$ cat config.mk
export PLATFORM = sky130hd
export DESIGN_NAME = ps2_key_ctrl
export DESIGN_NICKNAME = d
export VERILOG_FILES = /design/src/rtl/ps2_key_ctrl.sv
export SDC_FILE = /design/constraint.sdc
export NUM_CORES = 1
export LEC_CHECK = 0
export BUFFER_PORTS_ARGS = -buffer_cell sky130_fd_sc_hd__buf_2
export CORE_AREA = 2 2 81 83
export CTS_BUF_LIST = sky130_fd_sc_hd__clkbuf_8
export DETAILED_ROUTE_END_ITERATION = 7
export DIE_AREA = 0 0 83 85
export GPL_TIMING_DRIVEN = 1
export HOLD_SLACK_MARGIN = 0.05
export MAX_ROUTING_LAYER = met4
export PLACE_DENSITY = 0.49
export SKIP_CTS_REPAIR_TIMING = 1
export SYNTH_ARGS = -nofsm -noshare
export SYNTH_HDL_FRONTEND = slang
export SYNTH_SLANG_ARGS = --single-unit
$ cat constraint.sdc
create_clock -name clk -period 2.8 [get_ports clk]
set_input_delay 0.56 -clock clk [delete_from_list [all_inputs] [get_ports clk]]
set_output_delay 0.56 -clock clk [all_outputs]
set_load 0.02 [all_outputs]
$ cat src/rtl/ps2_key_ctrl.sv
// ps2_key_ctrl
//    Scan-code controller between the ps2_keyboard receiver FIFO and the
//    board consumers. It pops one byte at a time from the receiver, folds the
//    Set-2 prefixes (E0 extended, F0 break) into the final code byte, and
//    reports one-cycle key events together with the currently held key, a
//    press counter that ignores typematic repeats, and a sticky overflow flag.
//
// Ports
//    clk          system clock, shared with ps2_keyboard
//    clrn         asynchronous active-low reset
//    en           allow a new pop (sampled only while idle)
//    ready        receiver FIFO non-empty, data valid
//    data         byte at the head of the receiver FIFO
//    overflow     receiver FIFO overflow indication
//    nextdata_n   registered active-low pop strobe to the receiver
//    key_event    one-cycle pulse per completed make/break code
//    key_break    last event was a release
//    key_ext      last event carried an E0 prefix
//    key_code     final code byte of the last event
//    key_down     a key is currently held
//    held_code    code of the held key
//    held_ext     extended flag of the held key
//    press_count  new presses, wraps modulo 2^CNT_W
//    ovf_flag     sticky copy of overflow
//
// state  | meaning
// -------+------------------------------------------------------------
// IDLE   | waiting for en && ready; latches data and drops nextdata_n
// POP    | nextdata_n low for this cycle; byte_q decoded at its end
// SETTLE | receiver updates ready/data after the pop; event visible here

module ps2_key_ctrl #(
   parameter int CNT_W = 8
) (
   input  logic             clk,
   input  logic             clrn,
   input  logic             en,
   input  logic             ready,
   input  logic [7:0]       data,
   input  logic             overflow,
   output logic             nextdata_n,
   output logic             key_event,
   output logic             key_break,
   output logic             key_ext,
   output logic [7:0]       key_code,
   output logic             key_down,
   output logic [7:0]       held_code,
   output logic             held_ext,
   output logic [CNT_W-1:0] press_count,
   output logic             ovf_flag
);

   typedef enum logic [1:0] {
      S_IDLE   = 2'd0,
      S_POP    = 2'd1,
      S_SETTLE = 2'd2
   } state_t;

   state_t     state, state_nxt;
   logic       start_pop;
   logic       decode_en;
   logic [7:0] byte_q;
   logic       ext_pend;
   logic       brk_pend;
   logic       is_e0;
   logic       is_f0;
   logic       matches_held;

   always_ff @(posedge clk or negedge clrn) begin
      if (!clrn) begin
         state <= S_IDLE;
      end else begin
         state <= state_nxt;
      end
   end

   always_comb begin
      state_nxt = state;
      start_pop = 1'b0;
      decode_en = 1'b0;
      case (state)
         S_IDLE: begin
            if (en && ready) begin
               start_pop = 1'b1;
               state_nxt = S_POP;
            end
         end
         S_POP: begin
            decode_en = 1'b1;
            state_nxt = S_SETTLE;
         end
         S_SETTLE: begin
            state_nxt = S_IDLE;
         end
         default: begin
            state_nxt = S_IDLE;
         end
      endcase
   end

   assign is_e0 = (byte_q == 8'hE0);
   assign is_f0 = (byte_q == 8'hF0);
   // A repeat or a release only refers to the held key while one is held.
   assign matches_held = key_down && (byte_q == held_code) && (ext_pend == held_ext);

   always_ff @(posedge clk or negedge clrn) begin
      if (!clrn) begin
         nextdata_n  <= 1'b1;
         byte_q      <= 8'h00;
         ext_pend    <= 1'b0;
         brk_pend    <= 1'b0;
         key_event   <= 1'b0;
         key_break   <= 1'b0;
         key_ext     <= 1'b0;
         key_code    <= 8'h00;
         key_down    <= 1'b0;
         held_code   <= 8'h00;
         held_ext    <= 1'b0;
         press_count <= '0;
         ovf_flag    <= 1'b0;
      end else begin
         key_event <= 1'b0;
         if (overflow) begin
            ovf_flag <= 1'b1;
         end
         if (start_pop) begin
            byte_q     <= data;
            nextdata_n <= 1'b0;
         end
         if (decode_en) begin
            nextdata_n <= 1'b1;
            if (is_e0) begin
               ext_pend <= 1'b1;
            end else if (is_f0) begin
               brk_pend <= 1'b1;
            end else begin
               key_event <= 1'b1;
               key_code  <= byte_q;
               key_ext   <= ext_pend;
               key_break <= brk_pend;
               ext_pend  <= 1'b0;
               brk_pend  <= 1'b0;
               if (!brk_pend) begin
                  if (!matches_held) begin
                     key_down    <= 1'b1;
                     held_code   <= byte_q;
                     held_ext    <= ext_pend;
                     press_count <= press_count + 1'b1;
                  end
               end else if (matches_held) begin
                  key_down <= 1'b0;
               end
            end
         end
      end
   end

endmodule

==> results of run 1 <==
[per-layer routing]
metal,vias up,part of all wire (%)
met2,24,48
met5,-,0
met4,0,2.3
met3,7,4.3
met1,581,46
li1,540,-
[cells in the mapped netlist, types with 2 or more instances]
library cell   n
dfrtp_1       42
ha_1           2
inv_1          4
mux2_2        21
mux2_4         4
nand2_1        9
nand4_1        4
nor2_1         4
nor4_1         2
o21ai_0        3
xnor2_1        6
xor2_1        10
[per-stage QoR]
step | util (%) | instance area, um^2 | hold slack, ns | setup slack [ns] | cells
4_1_cts | 34.81 | 2160 | 0.4395 | 0.4643 | 254
2_1_floorplan | - | 1795 | 0.2644 | 0.8270 | 128
5_1_grt | 34.81 | 2160 | 0.4396 | 0.4253 | 254
3_3_place_gp | 33.49 | 2078 | 0.4485 | 0.5758 | 246
6_report | 34.81 | 2160 | 0.4051 | 0.5369 | 254
3_5_place_dp | 33.49 | 2078 | 0.4496 | 0.4895 | 246
[cell type report]
type	instances	area share (%)
inverter	4	0.6952
clock buffer	5	3.187
tap	77	4.461
sequential	43	49.88
timing repair buffer	44	10.31
multi-input combinational	78	30.88
clock inverter	3	0.5794
[critical path, cell delays in order (launching register included)]
cell     delay (ns)
dfrtp_1        0.43
xor2_1         0.17
nor4_1         0.31
nand4_1        0.14
ha_1           0.20
o211a_1        0.38
and4_2         0.38
xor2_1         0.14
[worst min path at each step]
stage / startpoint / to / slack (ns)
5_1_grt: overflow / ovf_flag / 0.44
2_1_floorplan: clrn / brk_pend / 0.26
3_3_place_gp: ovf_flag / ovf_flag / 0.45
6_report: clrn / key_code[0] / 0.41
3_5_place_dp: ovf_flag / ovf_flag / 0.45
4_1_cts: clrn / key_code[0] / 0.44
[power by group through the flow]
stage	clock network [uW]	registers [uW]	logic, uW
3_3_place_gp	0	1010	738
5_1_grt	410	1050	795
3_5_place_dp	0	1030	743
4_1_cts	384	1020	745
2_1_floorplan	0	1190	302
6_report	362	1010	732
[state kept, by name, indices dropped and copies added, names as in the netlist]
signal,count
brk_pend,1
key_code,8
key_event,1
held_ext,1
held_code,8
nextdata_n,1
press_count,8
key_down,1
ext_pend,1
ovf_flag,1
byte_q,8
state,2
key_ext,1
key_break,1
[logic make-up after synthesis]
kind of cell | share of synthesized area (%)
AO/OA/AOI/OAI | 2.578
XOR/XNOR | 7.805
adder cells (fa/ha/maj) | 1.394
buffers and inverters | 2.857
flip-flops | 60.00
multiplexers | 16.52
AND/OR/NAND/NOR | 8.850
==> summary.txt, run 1 <==
Synthesis
  – Main synth FF type: dfrtp_1
  – Post-synth top area share: 58.54%
  – Seq/Total Area, Yosys: 60.00%
  – Distinct cells, synth: 29
  – Cells after Synth: 128
  – Synthesized area: 1795 um^2
  – Async set or reset register ratio after synthesis: 100.0%
  – Synthesized Nets: 143
  – Synth Warn #: 0
  – Synth area leaders: dfrtp_1 (59%), mux2_2 (13%), xor2_1 (4.9%), mux2_4 (3.3%), xnor2_1 (2.9%)
  – Area leader, netlist: dfrtp_1
  – Synth Area per Inst: 14.03 um^2
  – #FFs+latches synth: 43
  – Post-synth EDFFs: 0

GRT
  – GRT overflow: 0
  – M2 GR Usage: 16.79%
  – Grt met3 use: 3.696%
  – Largest net degree at the start of global routing: 44
  – Initial antenna violation count: 0
  – Vias in the first global route: 1164
  – Grt peak-use layer: met2
  – First-pass GRT wire length: 6.044 mm
  – Gr usage total: 11.37%
  – Global routing usage on met1: 13.99%

Clocking
  – H-tree levels: 2
  – # clock sinks: 43
  – Clk Latency, worst-skew pair: 0.29 ns
  – Maximum clock path buffer count: 2
  – Clock-pin slew on the worst setup and hold paths: 0.08 ns
  – CTS tree: yes
  – Cts bufs inserted: 5
  – Root Buffer: clkbuf_8

Critical path
  – Required time worst endpoint: 2.97 ns
  – CP arrival: 2.44 ns
  – FF-to-FF path depth: 7
  – Worst Setup SP: byte_q[6]
  – Worst setup path end: press_count[3]
  – Worst reg2reg setup slack: 0.54 ns
  – Critical path type: flop to flop
  – Reg2reg start: byte_q[6]
  – Worst setup EP type: flop
  – CP Max Fanout: 17
  – Setup crit start kind: flop
  – RR Endpoint: press_count[3]

Power
  – Lkg Pwr: 0.001056 uW
  – Internal power: 1315 uW
  – NetSw: 792.0 uW
  – Switching Fraction: 37.60%
  – Max rail drop VDD: 0.2693 mV
  – Pwr/cell area: 975.5 nW/um^2
  – Tot Pwr: 2107 uW
  – Reg power frac: 48.0%
  – Logic pwr share: 34.8%
  – Clock Power Share: 17.2%

Die
  – Width of the die: 83 um
  – DIE HEIGHT: 85 um
  – Total die area: 7055 um^2
  – IO Count: 44
  – Initial core utilization: 28.94%
  – Core Footprint: 6205 um^2
  – Floorplan row count: 29

Flow run
  – Max_cap viols: 0

Route
  – DR iter-0 viols: 56
  – Vias per cell: 4.535
  – DRC viols: 0
  – Routed Wire Length: 3.564 mm
  – Pre-Repair DR Iteration Count: 5
  – WL/cell: 14.03 um
  – Via count: 1152
  – Number of antenna-violating nets in the routed design: 0

STA
  – Final hold vios: 0
  – Fmax: 441.9 MHz
  – Minimum clock period: 2.263 ns
  – Worst clock skew: 0.005562 ns
  – Final setup violation count: 0
  – Max Slew Vio Count: 0
  – RSZ-0062 raised after global routing: no
  – Setup TNS: 0 ns
  – Actual slew at the worst max-slew pin: 0.9395 ns
  – Final worst-path cycle share: 80.83%
  – Relative slew slack: 37.37%

Run status
  – Outcome: finished clean

Layout
  – FF+latch area: 1077 um^2
  – Commonest non-fill, non-tap cells in the layout: buf_2 (43), dfrtp_1 (42), mux2_2 (21), xor2_1 (10), nand2_1 (9)
  – Final-layout fill cell count: 627
  – Layout cells sized above 1: 45.76%
  – Area Growth Syn to Fin: 20.28%
  – Nets@finish: 191
  – Commonest non-fill, non-tap cell in the layout: buf_2
  – # diodes: 0
  – Area of the multi-input gates: 666.9 um^2

Place
  – GP Congestion: 0.7280
  – Buffers on Ports: 43
  – Hpwl dp: 2.559 mm

Hold path
  – Type of the tightest min-delay check: primary input to asynchronous set/reset pin
Note: power is estimated with default switching activity, not from simulation.
==> run 2, diff against run 1 <==
Settings changed: PLACE_DENSITY 0.49 to 0.51.
Clock period 2.8 ns to 2 ns, I/O delays scaled along.
==> summary.txt, run 2 (synthesized netlist as in run 1, its figures left out) <==
Run status
  – Outcome: finished clean (unchanged)

Power
  – Internal power: 1980 uW (was 1315 uW)
  – Pwr/cell area: 1326 nW/um^2 (was 975.5 nW/um^2)
  – Switching Fraction: 36.99% (was 37.60%)
  – Lkg Pwr: 0.001162 uW (was 0.001056 uW)
  – Reg power frac: 43.4% (was 48.0%)
  – NetSw: 1162 uW (was 792.0 uW)
  – Max rail drop VDD: 0.4338 mV (was 0.2693 mV)
  – Tot Pwr: 3142 uW (was 2107 uW)
  – Clock Power Share: 16.7% (was 17.2%)
  – Logic pwr share: 39.9% (was 34.8%)

Die
  – Initial core utilization: 28.94% (unchanged)
  – DIE HEIGHT: 85 um (unchanged)
  – Core Footprint: 6205 um^2 (unchanged)
  – Width of the die: 83 um (unchanged)
  – Floorplan row count: 29 (unchanged)
  – IO Count: 44 (unchanged)
  – Total die area: 7055 um^2 (unchanged)

Critical path
  – CP Max Fanout: 6 (was 17)
  – CP arrival: 2.06 ns (was 2.44 ns)
  – Reg2reg start: byte_q[5] (was byte_q[6])
  – Worst setup EP type: flop (unchanged)
  – FF-to-FF path depth: 7 (unchanged)
  – RR Endpoint: held_code[7] (was press_count[3])
  – Setup crit start kind: flop (unchanged)
  – Critical path type: flop to flop (unchanged)
  – Worst reg2reg setup slack: 0.11 ns (was 0.54 ns)
  – Required time worst endpoint: 2.17 ns (was 2.97 ns)

Place
  – Dpl cell area: 2261 um^2 (was 2078 um^2)
  – GP Congestion: 0.7082 (was 0.7280)
  – Buffers on Ports: 43 (unchanged)
  – Hpwl dp: 2.747 mm (was 2.559 mm)

Layout
  – # diodes: 0 (unchanged)
  – Commonest non-fill, non-tap cells in the layout: buf_2 (43), dfrtp_1 (42), mux2_2 (21), buf_4 (21), xor2_1 (10) (was buf_2 (43), dfrtp_1 (42), mux2_2 (21), xor2_1 (10), nand2_1 (9))
  – Nets@finish: 213 (was 191)
  – Commonest non-fill, non-tap cell in the layout: buf_2 (unchanged)
  – Layout cells sized above 1: 54.27% (was 45.76%)
  – Finished Cell Area: 2369 um^2 (was 2160 um^2)
  – Area Growth Syn to Fin: 31.92% (was 20.28%)

GRT
  – Vias in the first global route: 1243 (was 1164)
  – GRT overflow: 0 (unchanged)
  – Gr usage total: 11.59% (was 11.37%)
  – Largest net degree at the start of global routing: 23 (was 44)
  – Initial antenna violation count: 0 (unchanged)
  – First-pass GRT wire length: 6.182 mm (was 6.044 mm)

Route
  – Met1 WL: 1.778 mm (was 1.625 mm)
  – Routed Wire Length: 3.635 mm (was 3.564 mm)
  – Pre-Repair DR Iteration Count: 4 (was 5)
  – DR iter-0 viols: 29 (was 56)
  – WL/cell: 13.17 um (was 14.03 um)
  – Via count: 1197 (was 1152)
  – Vias per cell: 4.337 (was 4.535)
  – Uppermost routed layer: met4 (unchanged)
  – Number of antenna-violating nets in the routed design: 0 (unchanged)
  – DRC viols: 0 (unchanged)
  – WL met2: 1.659 mm (was 1.700 mm)
  – Met3 Wirelength: 169 um (was 155 um)

Clocking
  – Cts bufs inserted: 5 (unchanged)
  – Clk Latency, worst-skew pair: 0.29 ns (about the same)
  – Root Buffer: clkbuf_8 (unchanged)
  – Maximum clock path buffer count: 2 (unchanged)
  – H-tree levels: 2 (unchanged)
  – CTS tree: yes (unchanged)
  – Clock-pin slew on the worst setup and hold paths: 0.09 ns (was 0.08 ns)
  – # clock sinks: 43 (unchanged)

STA
  – Minimum clock period: 1.890 ns (was 2.263 ns)
  – Max Slew Vio Count: 0 (unchanged)
  – Final hold vios: 0 (unchanged)
  – RSZ-0062 raised after global routing: yes (was no)
  – Fmax: 529.1 MHz (was 441.9 MHz)
  – Worst clock skew: 0.01113 ns (was 0.005562 ns)
  – Final setup violation count: 0 (unchanged)
  – Final worst-path cycle share: 94.49% (was 80.83%)
  – Actual slew at the worst max-slew pin: 0.5310 ns (was 0.9395 ns)
  – Relative slew slack: 64.60% (was 37.37%)

Flow run
  – Max_cap viols: 0 (unchanged)

Hold path
  – Type of the tightest min-delay check: primary input to asynchronous set/reset pin (unchanged)
==> run 2: changes by cell type in the layout (fill, tap and decap cells not counted), sizes merged <==
cell,before,now
buf,44,66
inv,6,4
clkinv,1,3
==> run 2: worst max-delay path by stage <==
stage	from	endpoint	slack [ns]	depth (start not counted)
after global routing	byte_q[5]	held_code[7]	-0.01	7
after floorplan	held_code[4]	held_code[3]	0.03	8
final	byte_q[5]	held_code[7]	0.11	7
after global placement	held_code[6]	press_count[1]	-0.03	7
after detailed placement	byte_q[6]	press_count[1]	-0.04	7
after CTS	byte_q[6]	held_code[7]	-0.07	7
==> run 2: worst max-delay path: stages (launching register included) <==
cell     delay, ns
dfrtp_1       0.40
xor2_1        0.17
nor4_2        0.28
nand4_1       0.12
ha_2          0.20
o211a_4       0.17
buf_12        0.14
mux2_4        0.28
==> run 2: metal layers <==
| metal | vias up | GRT usage (%) |
|---|---|---|
| met1 | 580 | 15.23 |
| met2 | 30 | 16.64 |
| met5 | - | - |
| met3 | 2 | 3.794 |
| met4 | 0 | 4.471 |
| li1 | 585 | - |
==> run 2: cell type report <==
type / count / area, um^2
inverters: 4 / 15.01
repair buffers: 66 / 412.9
multi-input cells: 78 / 683.2
fillers: 610 / 3836
clock inverters: 3 / 15.01
flip-flops and latches: 43 / 1077
clock buffers: 5 / 68.82
well taps: 77 / 96.34
==> run 2: stage by stage <==
step	setup slack [ns]	hold slack [ns]	utilization, %	TNS (ns)	cells
2_1_floorplan	0.02697	0.1044	-	0	128
3_3_place_gp	-0.02953	0.4150	36.44	-0.1200	267
3_5_place_dp	-0.04361	0.4159	36.44	-0.2256	267
4_1_cts	-0.07353	0.08739	37.79	-0.4850	275
5_1_grt	-0.01063	0.1034	38.17	-0.02934	276
6_report	0.1101	0.07704	38.17	0	276
==> run 2: power groups by stage <==
stage / sequential [uW] / combinational, uW / clock (uW)
2_1_floorplan: 1670 / 423 / 0
5_1_grt: 1410 / 1370 / 589
3_5_place_dp: 1380 / 1230 / 0
3_3_place_gp: 1390 / 1220 / 0
6_report: 1360 / 1250 / 526
4_1_cts: 1370 / 1240 / 551
==> run 3, diff against run 2 <==
==> constraint.sdc (replaced) <==
create_clock -name clk -period 1.6 [get_ports clk]
set_input_delay 0.32 -clock clk [delete_from_list [all_inputs] [get_ports clk]]
set_output_delay 0.32 -clock clk [all_outputs]
set_load 0.005 [all_outputs]
==> summary.txt, run 3 (synthesized netlist as in run 1, its figures left out) <==
Hold path
  – Type of the tightest min-delay check: primary input to flop (was primary input to asynchronous set/reset pin)
  – Min-delay src: overflow
  – Hold path cells: 2
  – Worst Hold Path EP: ovf_flag

Layout
  – Area Growth Syn to Fin: 39.02% (was 31.92%)
  – Final-layout fill cell count: 607 (was 610)
  – Commonest non-fill, non-tap cell in the layout: buf_2 (unchanged)
  – Commonest non-fill, non-tap cells in the layout: buf_2 (43), dfrtp_1 (42), buf_4 (28), mux2_2 (21), xor2_1 (10) (was buf_2 (43), dfrtp_1 (42), mux2_2 (21), buf_4 (21), xor2_1 (10))
  – # diodes: 0 (unchanged)
  – Final core utilization: 40.23% (was 38.17%)
  – Nets@finish: 225 (was 213)
  – Layout cells sized above 1: 56.40% (was 54.27%)

GRT
  – First-pass GRT wire length: 6.285 mm (was 6.182 mm)
  – Vias in the first global route: 1248 (was 1243)
  – Largest net degree at the start of global routing: 29 (was 23)
  – Initial antenna violation count: 0 (unchanged)
  – Gr usage total: 11.72% (was 11.59%)
  – GRT overflow: 0 (unchanged)

STA
  – Actual slew at the worst max-slew pin: 0.4000 ns (was 0.5310 ns)
  – Minimum clock period: 1.903 ns (was 1.890 ns)
  – Final hold vios: 0 (unchanged)
  – Relative slew slack: 73.34% (was 64.60%)
  – Worst clock skew: 0.01022 ns (was 0.01113 ns)
  – RSZ-0062 raised after global routing: yes (unchanged)
  – Max Slew Vio Count: 0 (unchanged)
  – Final setup violation count: 24 (was 0)
  – Fmax: 525.5 MHz (was 529.1 MHz)
  – Final Worst Setup Slack: -0.3031 ns (was 0.1101 ns)
  – Final hold slack: 0.2116 ns (was 0.07704 ns)
  – Final worst-path cycle share: 118.9% (was 94.49%)

Critical path
  – Setup crit start kind: flop (unchanged)
  – FF-to-FF path depth: 7 (unchanged)
  – Worst setup EP type: flop (unchanged)
  – Worst Setup SP: byte_q[6] (was byte_q[5])
  – Required time worst endpoint: 1.77 ns (was 2.17 ns)
  – Reg2reg start: byte_q[6] (was byte_q[5])
  – Critical path type: flop to flop (unchanged)
  – CP Max Fanout: 7 (was 6)
  – Worst reg2reg setup slack: -0.30 ns (was 0.11 ns)
  – RR Endpoint: held_code[4] (was held_code[7])
  – CP arrival: 2.08 ns (was 2.06 ns)

Power
  – Internal power: 2667 uW (was 1980 uW)
  – Max rail drop VDD: 0.5225 mV (was 0.4338 mV)
  – Lkg Pwr: 0.001229 uW (was 0.001162 uW)
  – Pwr/cell area: 1524 nW/um^2 (was 1326 nW/um^2)
  – NetSw: 1138 uW (was 1162 uW)
  – Switching Fraction: 29.91% (was 36.99%)
  – Clock Power Share: 19.5% (was 16.7%)
  – Reg power frac: 44.2% (was 43.4%)
  – Logic pwr share: 36.4% (was 39.9%)

Clocking
  – Root Buffer: clkbuf_8 (unchanged)
  – H-tree levels: 2 (unchanged)
  – # clock sinks: 43 (unchanged)
  – CTS tree: yes (unchanged)
  – Clk Latency, worst-skew pair: 0.29 ns (about the same)
  – Clock-pin slew on the worst setup and hold paths: 0.08 ns (was 0.09 ns)
  – Maximum clock path buffer count: 2 (unchanged)
  – Cts bufs inserted: 5 (unchanged)

Die
  – Width of the die: 83 um (unchanged)
  – Total die area: 7055 um^2 (unchanged)
  – Floorplan row count: 29 (unchanged)
  – Core Footprint: 6205 um^2 (unchanged)
  – Initial core utilization: 28.94% (unchanged)
  – IO Count: 44 (unchanged)
  – DIE HEIGHT: 85 um (unchanged)

Route
  – DR iter-0 viols: 26 (was 29)
  – WL/cell: 12.86 um (was 13.17 um)
  – Routed Wire Length: 3.704 mm (was 3.635 mm)
  – Number of antenna-violating nets in the routed design: 0 (unchanged)
  – DRC viols: 0 (unchanged)
  – Via count: 1241 (was 1197)
  – Vias per cell: 4.309 (was 4.337)
  – Pre-Repair DR Iteration Count: 4 (unchanged)

Place
  – Placement Setup Slack: -0.4539 ns (was -0.04361 ns)
  – Hpwl dp: 2.794 mm (was 2.747 mm)
  – GP Congestion: 0.7526 (was 0.7082)
  – Buffers on Ports: 43 (unchanged)

Flow run
  – Max_cap viols: 0 (unchanged)

Run status
  – Outcome: complete, but fails checks (was finished clean)
  – Failing checks: setup timing
run 3: worst max-delay path by stage:
stage                   endpoint  slack (ns)  depth (start not counted)
floorplan           held_code[3]       -0.29                          8
global placement    held_code[7]       -0.45                          7
detailed placement  held_code[7]       -0.45                          7
CTS                 held_code[4]       -0.47                          7
global route        held_code[4]       -0.40                          7
finish              held_code[4]       -0.30                          7
run 3: stage by stage:
stage | instance area [um^2] | power, uW | instances | TNS (ns)
floorplan | 1808 | 2288 | 128 | -3.155
global placement | 2333 | 3052 | 277 | -6.850
detailed placement | 2333 | 3057 | 277 | -6.810
CTS | 2434 | 3819 | 285 | -7.200
global route | 2496 | 4084 | 288 | -7.497
finish | 2496 | 3805 | 288 | -4.845
run 3: power groups by stage:
stage | Sequential (uW) | Combinational, uW | Clock (uW)
after detailed placement | 1700 | 1360 | 0
after global routing | 1730 | 1520 | 834
after floorplan | 1750 | 537 | 0
after CTS | 1680 | 1360 | 773
after global placement | 1700 | 1360 | 0
final | 1680 | 1380 | 740
run 3: final cells by class:
type	instances	area, um^2	area share, %
flip-flops and latches	43	1077	43.16
multi-input cells	78	695.7	27.87
repair buffers	78	511.7	20.50
clock buffers	7	96.34	3.860
well taps	77	96.34	3.860
inverters	4	15.01	0.6015
clock inverters	1	3.754	0.1504
run 3: critical path: stages (launching register included):
cell and delay, ns:
dfrtp_1 0.40, xor2_1 0.18, nor4_2 0.29, nand4_1 0.13
ha_2 0.20, o211a_4 0.17, buf_6 0.14, mux2_4 0.28
run 3: layer usage:
metal	vias up	wire, um	GRT usage (%)	part of all wire, %
li1	612	-	-	-
met4	0	40	4.918	1.1
met5	-	0	-	0
met2	25	1775	17.16	48
met3	2	128	3.016	3.5
met1	602	1759	15.51	47
